[config.mk]
export PLATFORM = sky130hd
export DESIGN_NAME = line_addr_sequencer_flat
export DESIGN_NICKNAME = d
export VERILOG_FILES = /design/src/rtl/line_addr_sequencer_if.sv /design/src/rtl/line_addr_sequencer.sv /design/src/flat_wrapper.sv
export SDC_FILE = /design/constraint.sdc
export NUM_CORES = 1
export LEC_CHECK = 0
export BUFFER_PORTS_ARGS = -buffer_cell sky130_fd_sc_hd__buf_4
export CORE_AREA = 2 2 356 358
export DETAILED_ROUTE_END_ITERATION = 8
export DIE_AREA = 0 0 358 360
export SLEW_MARGIN = 20
export SYNTH_ARGS = -nofsm -noshare
export SYNTH_HDL_FRONTEND = slang
export SYNTH_SLANG_ARGS = --single-unit
[constraint.sdc]
create_clock -name clk -period 3.9 [get_ports clk]
set_clock_uncertainty 0.1 [all_clocks]
set_input_delay 0.78 -clock clk [delete_from_list [all_inputs] [get_ports clk]]
set_output_delay 0.78 -clock clk [all_outputs]
set_load 0.02 [all_outputs]
[src/rtl/line_addr_sequencer_if.sv]
// Command channel of the line read-address sequencer: one line command per
// valid/ready handshake. The master offers commands; the sequencer is the slave.
interface line_addr_sequencer_if #(
  parameter int X_MAC        = 4,
  parameter int ADDR_LEN     = 13,
  parameter int MAX_LINE_LEN = 10,
  parameter int STRIDE_LEN   = 4
);
  logic                      cmd_valid;
  logic                      cmd_ready;
  logic [X_MAC*ADDR_LEN-1:0] cmd_st_addr;
  logic [MAX_LINE_LEN-1:0]   cmd_linelen;
  logic                      cmd_pad;
  logic [STRIDE_LEN-1:0]     cmd_stride;
  logic                      cmd_tofifo;
  logic                      cmd_fromfifo;

  modport master (
    output cmd_valid, cmd_st_addr, cmd_linelen, cmd_pad, cmd_stride, cmd_tofifo, cmd_fromfifo,
    input  cmd_ready
  );

  modport slave (
    input  cmd_valid, cmd_st_addr, cmd_linelen, cmd_pad, cmd_stride, cmd_tofifo, cmd_fromfifo,
    output cmd_ready
  );
endinterface

[src/rtl/line_addr_sequencer.sv]
// Line read-address sequencer for the X_MESH x X_MAC buffer array.
// Walks one line at two pixels per beat, driving per-channel word addresses
// (start + stride * word index, wrapping) replicated to every mesh column.
// Per-beat mux control and tags travel through a PIPE_LAT-deep pipe so they
// line up with the buffer read data. hold freezes everything.
module line_addr_sequencer #(
  parameter int X_MAC        = 4,
  parameter int X_MESH       = 16,
  parameter int ADDR_LEN     = 13,
  parameter int MAX_LINE_LEN = 10,
  parameter int STRIDE_LEN   = 4,
  parameter int MUXCONTROL   = 4,
  parameter int PIPE_LAT     = 2,
  parameter int IDLE_THRESH  = 5
) (
  input  logic                               clk,
  input  logic                               rst_n,
  line_addr_sequencer_if.slave               cmd,
  input  logic                               hold,
  output logic [X_MESH*X_MAC*ADDR_LEN-1:0]   addrb,
  output logic [MUXCONTROL-1:0]              control_out,
  output logic                               out_valid,
  output logic                               pe_tofifo,
  output logic                               pe_fromfifo,
  output logic                               busy,
  output logic                               idle_soon
);
  // Beat indices fit in MAX_LINE_LEN bits: at most 512 beats for a 10-bit length.
  localparam int BEAT_W = MAX_LINE_LEN;
  localparam logic [BEAT_W-1:0] BEAT_ZERO = {BEAT_W{1'b0}};
  localparam logic [BEAT_W-1:0] BEAT_ONE  = {{(BEAT_W-1){1'b0}}, 1'b1};
  localparam logic [BEAT_W-1:0] IDLE_CMP  = BEAT_W'(IDLE_THRESH);

  typedef enum logic [0:0] {ST_IDLE = 1'b0, ST_RUN = 1'b1} state_t;

  typedef struct packed {
    logic valid;
    logic last;
    logic pad;
    logic phase;
    logic tofifo;
    logic fromfifo;
  } beat_info_t;

  state_t                         state_r;
  logic [BEAT_W-1:0]              beat_r;
  logic [BEAT_W-1:0]              last_beat_r;
  logic [STRIDE_LEN-1:0]          stride_r;
  logic                           pad_r;
  logic                           tofifo_r;
  logic                           fromfifo_r;
  logic [X_MAC-1:0][ADDR_LEN-1:0] addr_r;
  beat_info_t                     pipe_r [PIPE_LAT];

  logic              on_last_s;
  logic              cmd_ready_s;
  logic              accept_s;
  logic              start_s;
  logic [BEAT_W-1:0] new_last_s;
  logic [BEAT_W-1:0] remain_s;
  beat_info_t        beat_info_s;

  // Handshake decode and last-beat index of an offered line.
  // ceil((len+pad)/2) = len/2 + (pad | len odd); the last index is one less.
  always_comb begin
    on_last_s   = (state_r == ST_RUN) && (beat_r == last_beat_r);
    cmd_ready_s = !hold && ((state_r == ST_IDLE) || on_last_s);
    accept_s    = cmd.cmd_valid && cmd_ready_s;
    start_s     = accept_s && (cmd.cmd_linelen != {MAX_LINE_LEN{1'b0}});
    new_last_s  = {1'b0, cmd.cmd_linelen[MAX_LINE_LEN-1:1]}
                + {{(BEAT_W-1){1'b0}}, (cmd.cmd_pad | cmd.cmd_linelen[0])}
                - BEAT_ONE;
    remain_s    = last_beat_r - beat_r + BEAT_ONE;
  end

  // Describe the beat currently on addrb; all-zero when no beat is issued.
  always_comb begin
    beat_info_s = 6'b000000;
    if (state_r == ST_RUN) begin
      beat_info_s.valid    = 1'b1;
      beat_info_s.last     = (beat_r == last_beat_r);
      beat_info_s.pad      = pad_r;
      beat_info_s.phase    = beat_r[0];
      beat_info_s.tofifo   = tofifo_r;
      beat_info_s.fromfifo = fromfifo_r;
    end else begin
      beat_info_s.valid    = 1'b0;
    end
  end

  // Line sequencer: state, beat counter, latched command fields and channel addresses.
  // The word address steps after every odd beat, so beats 2w and 2w+1 share word w.
  always_ff @(posedge clk or negedge rst_n) begin
    if (!rst_n) begin
      state_r     <= ST_IDLE;
      beat_r      <= BEAT_ZERO;
      last_beat_r <= BEAT_ZERO;
      stride_r    <= {STRIDE_LEN{1'b0}};
      pad_r       <= 1'b0;
      tofifo_r    <= 1'b0;
      fromfifo_r  <= 1'b0;
      addr_r      <= {(X_MAC*ADDR_LEN){1'b0}};
    end else if (!hold) begin
      if (start_s) begin
        state_r     <= ST_RUN;
        beat_r      <= BEAT_ZERO;
        last_beat_r <= new_last_s;
        stride_r    <= cmd.cmd_stride;
        pad_r       <= cmd.cmd_pad;
        tofifo_r    <= cmd.cmd_tofifo;
        fromfifo_r  <= cmd.cmd_fromfifo;
        addr_r      <= cmd.cmd_st_addr;
      end else if (on_last_s) begin
        state_r <= ST_IDLE;
      end else if (state_r == ST_RUN) begin
        beat_r <= beat_r + BEAT_ONE;
        if (beat_r[0]) begin
          for (int j = 0; j < X_MAC; j++) begin
            addr_r[j] <= addr_r[j] + ADDR_LEN'(stride_r);
          end
        end
      end
    end
  end

  // Read-data alignment pipe for per-beat control and tags, frozen by hold.
  always_ff @(posedge clk or negedge rst_n) begin
    if (!rst_n) begin
      for (int i = 0; i < PIPE_LAT; i++) begin
        pipe_r[i] <= 6'b000000;
      end
    end else if (!hold) begin
      pipe_r[0] <= beat_info_s;
      for (int i = 1; i < PIPE_LAT; i++) begin
        pipe_r[i] <= pipe_r[i-1];
      end
    end
  end

  // Output decode straight from registers; addresses are copied to every column.
  always_comb begin
    control_out      = {MUXCONTROL{1'b0}};
    control_out[2:0] = {pipe_r[PIPE_LAT-1].last, pipe_r[PIPE_LAT-1].pad, pipe_r[PIPE_LAT-1].phase};
    out_valid        = pipe_r[PIPE_LAT-1].valid;
    pe_tofifo        = pipe_r[PIPE_LAT-1].valid & pipe_r[PIPE_LAT-1].tofifo;
    pe_fromfifo      = pipe_r[PIPE_LAT-1].valid & pipe_r[PIPE_LAT-1].fromfifo;
    busy             = (state_r == ST_RUN);
    idle_soon        = (state_r != ST_RUN) || (remain_s < IDLE_CMP);
    addrb            = {(X_MESH*X_MAC*ADDR_LEN){1'b0}};
    for (int i = 0; i < X_MESH; i++) begin
      for (int j = 0; j < X_MAC; j++) begin
        addrb[(i*X_MAC+j)*ADDR_LEN +: ADDR_LEN] = addr_r[j];
      end
    end
  end

  assign cmd.cmd_ready = cmd_ready_s;

endmodule

[src/flat_wrapper.sv]
// flat-port wrapper written by rule: the top's interface ports become plain ports
module line_addr_sequencer_flat 
#(
  parameter int X_MAC        = 4,
  parameter int X_MESH       = 16,
  parameter int ADDR_LEN     = 13,
  parameter int MAX_LINE_LEN = 10,
  parameter int STRIDE_LEN   = 4,
  parameter int MUXCONTROL   = 4,
  parameter int PIPE_LAT     = 2,
  parameter int IDLE_THRESH  = 5
)
  (clk, rst_n, hold, addrb, control_out, out_valid, pe_tofifo, pe_fromfifo, busy, idle_soon, cmd_cmd_valid, cmd_cmd_st_addr, cmd_cmd_linelen, cmd_cmd_pad, cmd_cmd_stride, cmd_cmd_tofifo, cmd_cmd_fromfifo, cmd_cmd_ready);
  line_addr_sequencer_if #(.X_MAC(X_MAC), .ADDR_LEN(ADDR_LEN), .MAX_LINE_LEN(MAX_LINE_LEN), .STRIDE_LEN(STRIDE_LEN)) cmd_i ();
  input  logic clk;
  input  logic rst_n;
  input  logic hold;
  output logic [X_MESH*X_MAC*ADDR_LEN-1:0] addrb;
  output logic [MUXCONTROL-1:0] control_out;
  output logic out_valid;
  output logic pe_tofifo;
  output logic pe_fromfifo;
  output logic busy;
  output logic idle_soon;
  input wire logic [$bits(cmd_i.cmd_valid)-1:0] cmd_cmd_valid;
  input wire logic [$bits(cmd_i.cmd_st_addr)-1:0] cmd_cmd_st_addr;
  input wire logic [$bits(cmd_i.cmd_linelen)-1:0] cmd_cmd_linelen;
  input wire logic [$bits(cmd_i.cmd_pad)-1:0] cmd_cmd_pad;
  input wire logic [$bits(cmd_i.cmd_stride)-1:0] cmd_cmd_stride;
  input wire logic [$bits(cmd_i.cmd_tofifo)-1:0] cmd_cmd_tofifo;
  input wire logic [$bits(cmd_i.cmd_fromfifo)-1:0] cmd_cmd_fromfifo;
  output wire logic [$bits(cmd_i.cmd_ready)-1:0] cmd_cmd_ready;
  assign cmd_i.cmd_valid = cmd_cmd_valid;
  assign cmd_i.cmd_st_addr = cmd_cmd_st_addr;
  assign cmd_i.cmd_linelen = cmd_cmd_linelen;
  assign cmd_i.cmd_pad = cmd_cmd_pad;
  assign cmd_i.cmd_stride = cmd_cmd_stride;
  assign cmd_i.cmd_tofifo = cmd_cmd_tofifo;
  assign cmd_i.cmd_fromfifo = cmd_cmd_fromfifo;
  assign cmd_cmd_ready = cmd_i.cmd_ready;
  line_addr_sequencer #(.X_MAC(X_MAC), .X_MESH(X_MESH), .ADDR_LEN(ADDR_LEN), .MAX_LINE_LEN(MAX_LINE_LEN), .STRIDE_LEN(STRIDE_LEN), .MUXCONTROL(MUXCONTROL), .PIPE_LAT(PIPE_LAT), .IDLE_THRESH(IDLE_THRESH)) u_core (.clk(clk), .rst_n(rst_n), .cmd(cmd_i), .hold(hold), .addrb(addrb), .control_out(control_out), .out_valid(out_valid), .pe_tofifo(pe_tofifo), .pe_fromfifo(pe_fromfifo), .busy(busy), .idle_soon(idle_soon));
endmodule
Word-level counts from Yosys, hierarchy flattened
Index checks and enable logic that the tools add are counted.

storage, ports and cells
  register bits after elaboration = 92
  bits of input ports = 73
  output and inout port bits = 842
  logic and storage cells = 66

cells by class
  mux-type cells = 11
  order comparisons = 1
  add/subtract/negate cells = 9
  equality and inequality tests = 2
  bitwise gates (word level) = 5
  reduce and logical (&&, ||, !) cells = 15

operator list
  kind                   count
  $mux 52                4
  $add 13x4->13          4
  $mux 10                3
  $add 10x1->10 const B  2
  $add 9x1->10           1
  $eq 10x10->1           1
  $lt 10x3->1 const B    1
  $reduce_bool 10->1     1
  $sub 10x1->10 const B  1
  $sub 10x10->10         1
  $reduce_bool 2->1      3
  $mux 5                 1
  $logic_and 1x1->1      4
  $reduce_and 2->1       2
  $reduce_and 4->1       1
  $mux 1                 3
  $reduce_and 3->1       1
  $and 1x1->1            2
  $logic_or 1x1->1       2
  $ne 2x2->1 const B     1
  $not 1->1              2
  $logic_not 1->1        1
  $or 1x1->1             1

Logic depth before layout (Yosys ltp)
  depth in word-level cells = 8
  mapped depth = 10
  gate-level depth less buffers = 10

Worst setup path before layout
Ideal clock, no wire load.

  path kind = register to output
  start = register u_core.beat_r[1]
  end = output port idle_soon
  buffers on the path = 0
  stages on the path, launching flop included = 10
  data arrival time = 2.737 ns
  slack = 0.283 ns
  required time = 3.020 ns
  path through = dfrtp_1 > ha_1 > inv_1 > ha_1 > fa_1 > a21oi_1 > o221a_2 > xor2_1 > nand4_1 > o41ai_1

between the ends
  longest elaborated chain between the ends = 4

ends and longest elaborated chain
  element                   line                        text
  start: declaration        line_addr_sequencer.sv:46   logic [BEAT_W-1:0] beat_r;
  start signal: assignment  line_addr_sequencer.sv:116  beat_r <= beat_r + BEAT_ONE;
  $sub 10x10->10            line_addr_sequencer.sv:73   remain_s = last_beat_r - beat_r + BEAT_ONE;
  $add 10x1->10             line_addr_sequencer.sv:73
  $lt 10x3->1               line_addr_sequencer.sv:148  idle_soon = (state_r != ST_RUN) || (remain_s < IDLE_CMP);
  $logic_or 1x1->1          line_addr_sequencer.sv:148
  end: declaration          flat_wrapper.sv:24          output logic idle_soon;

Every way passes these cells.

Worst setup path in the final report
Same ends and word-level chain as after synthesis.

==> impl_metrics.env <==
export IMPL_status="finished, final reports clean"
export IMPL_syn_cell_area_um2=11610
export IMPL_final_common_cell="buf_4"
export IMPL_fp_dieH_um=360
export IMPL_antenna_found_initial=13
export IMPL_ios=915
export IMPL_initial_core_util_pct=9.296
export IMPL_via_per_inst=2.857
export IMPL_seq_area_frac_synth_pct=19.83
export IMPL_synthFlopType="dfrtp_1"
export IMPL_post_place_cells=3225
export IMPL_reg2reg_slack_ns=0.73
export IMPL_ys_seq_elements=92
export IMPL_syn_to_final_growth_pct=31.41
export IMPL_die_x_um=358
export IMPL_stdcell_count=3252
export IMPL_cts_root_buffer="clkbuf_16"
export IMPL_io_buffers=913
export IMPL_rr_worst_depth=7
export IMPL_drc=0
export IMPL_postSynthCellCount=1432
export IMPL_tns_ns=0
export IMPL_slew_headroom_pct=26.52
export IMPL_grt_overflow=0
export IMPL_dpl_cell_area_um2=14870
export IMPL_async_flop_share_pct=100.0
export IMPL_grtUsageTotal_pct=7.400
export IMPL_cp_start_kind="register"
export IMPL_drt_iter0_drc=435
export IMPL_wl_um=51100
export IMPL_ant_nets=0
export IMPL_r2r_start="u_core.beat_r[2]"
export IMPL_dp_hpwl_um=41890
export IMPL_clk_insertion_delay_late_ns=0.39
export IMPL_r2r_end="u_core.addrb[5]"
export IMPL_arrival_ns=2.89
export IMPL_cts_buffers=9
export IMPL_clock_sinks=92
export IMPL_ys_warn_count=0
export IMPL_rsz0062_at_grt="no"
export IMPL_finalWorstPathRequiredPeriod_ns=3.766
export IMPL_clockBufferDepth=2
export IMPL_hp_class="primary input to async pin"
export IMPL_final_area_um2=15260
export IMPL_drv_slew=0
export IMPL_end_kind="output port"
export IMPL_synth_avg_cell_area_um2=8.109
export IMPL_wl_per_cell_um=15.71
export IMPL_cts_clk_slew_worst_paths_ns=0.07
export IMPL_fmax_mhz=265.5
export IMPL_setup_viol=0
export IMPL_grt_max_degree=93
export IMPL_routabilityCongestion=0.7645
export IMPL_final_hold_viol_count=0
export IMPL_required_ns=3.02
export IMPL_cts_tree="done"
export IMPL_nNetsFinal=1701
export IMPL_worstPathMaxFanout=4
export IMPL_die_area_um2=128900
export IMPL_synth_cell_types=54
export IMPL_htreeDepth=3
export IMPL_rows=130
export IMPL_drv_cap=0
export IMPL_via_count=9292
export IMPL_nFillCells=14390
export IMPL_grt_pass1_wl_um=66640
export IMPL_drive_above_1_share_pct=62.56
export IMPL_path_class="register to output port"
export IMPL_min_period_over_period_pct=96.56
export IMPL_first_pass_iters=5
export IMPL_mostFrequentLayoutCells="buf_4, nand2_1, dfrtp_1"
export IMPL_synth_edf_count=0
export IMPL_synthesis_nets=1546
export IMPL_grt_pass1_vias=8346
export IMPL_worst_pin_slew_ns=1.102
export IMPL_core_area_um2=124900
## what timing repair did
action                     4_1_cts  5_1_grt
gates resized for setup          3        4
buffers inserted                 0        1
gates cloned                     0        0
setup endpoints to repair        1        1
hold buffers                     0        0
pin swaps                        0        2
## synth_stat cells, drive strengths merged (5+ instances only)
master	count	area share (%)
a2111oi	5	0.38
a21o	7	0.45
a21oi	19	0.82
a31oi	34	1.8
and3	7	0.38
buf	799	51
clkbuf	13	0.42
dfrtp	92	20
fa	5	0.86
ha	36	3.9
inv	38	1.2
mux2	8	0.78
nand2	99	3.2
nand3	30	1.3
nand4	7	0.38
nor2	50	1.7
nor2b	5	0.27
nor3	13	0.56
nor4	6	0.38
o211ai	5	0.32
o21ai	43	1.9
o31ai	12	0.78
or3	13	0.70
or4	15	1.0
xnor2	26	2.0
xor2	8	0.67
## how the worst max path moves through the flow
stage / from / to / slack (ns)
final: u_core.beat_r[1] / idle_soon / 0.13
after global routing: u_core.beat_r[1] / idle_soon / 0.01
after CTS: u_core.beat_r[1] / idle_soon / 0.05
after detailed placement: u_core.beat_r[1] / idle_soon / 0.35
after global placement: u_core.beat_r[1] / idle_soon / 0.37
after floorplan: u_core.beat_r[1] / idle_soon / 0.28
## sequential cells by signal, indices dropped and copies added, names as in the netlist, 3 cells and up
signal / flops
u_core.control_out: 3
u_core.last_beat_r: 10
u_core.stride_r: 4
u_core.beat_r: 10
u_core.pipe_r: 8
u_core.addrb: 52
## stage by stage
stage	utilization [%]	setup WS (ns)	hold slack [ns]
floorplan	-	0.2827	0.3460
global placement	11.90	0.3703	0.3628
detailed placement	11.90	0.3541	0.3645
CTS	12.17	0.04903	0.3452
global route	12.20	0.01323	0.3463
finish	12.22	0.1340	0.3139
## final cells by class
cell class	instances	area, um2	share of cell area [%]
antenna	10	25.02	0.1640
clock buffer	10	229.0	1.500
clock inverter	6	93.84	0.6150
inverter	38	142.6	0.9347
multi-input combinational	490	3198	20.96
sequential	92	2305	15.10
tap	1650	2064	13.53
timing repair buffer	956	7202	47.20
## worst max-delay path, cell delays in order, from the launching register on
cell	delay [ns]
dfrtp_2	0.45
ha_4	0.28
inv_1	0.04
ha_2	0.20
fa_2	0.40
a21oi_4	0.15
o221a_2	0.21
o21ai_0	0.12
xnor2_1	0.16
o41ai_2	0.29
buf_4	0.20
## cell families after synthesis
family | synth area share [%]
other | 0.03229
adder cells (fa/ha/maj) | 4.741
multiplexers | 0.9482
AO/OA/AOI/OAI | 8.286
XOR/XNOR | 2.629
buffers and inverters | 53.10
AND/OR/NAND/NOR | 10.44
flip-flops | 19.83
## layer usage
metal	vias to the layer above	track usage [%]	share of wire, %
met3	33	1.166	5.8
li1	4220	-	-
met4	0	2.404	2.0
met1	4515	8.132	38
met2	524	14.20	55
met5	-	0	0
Power is not shown: default switching activity piles up to over one toggle a cycle in this logic, so the estimate is an artifact.
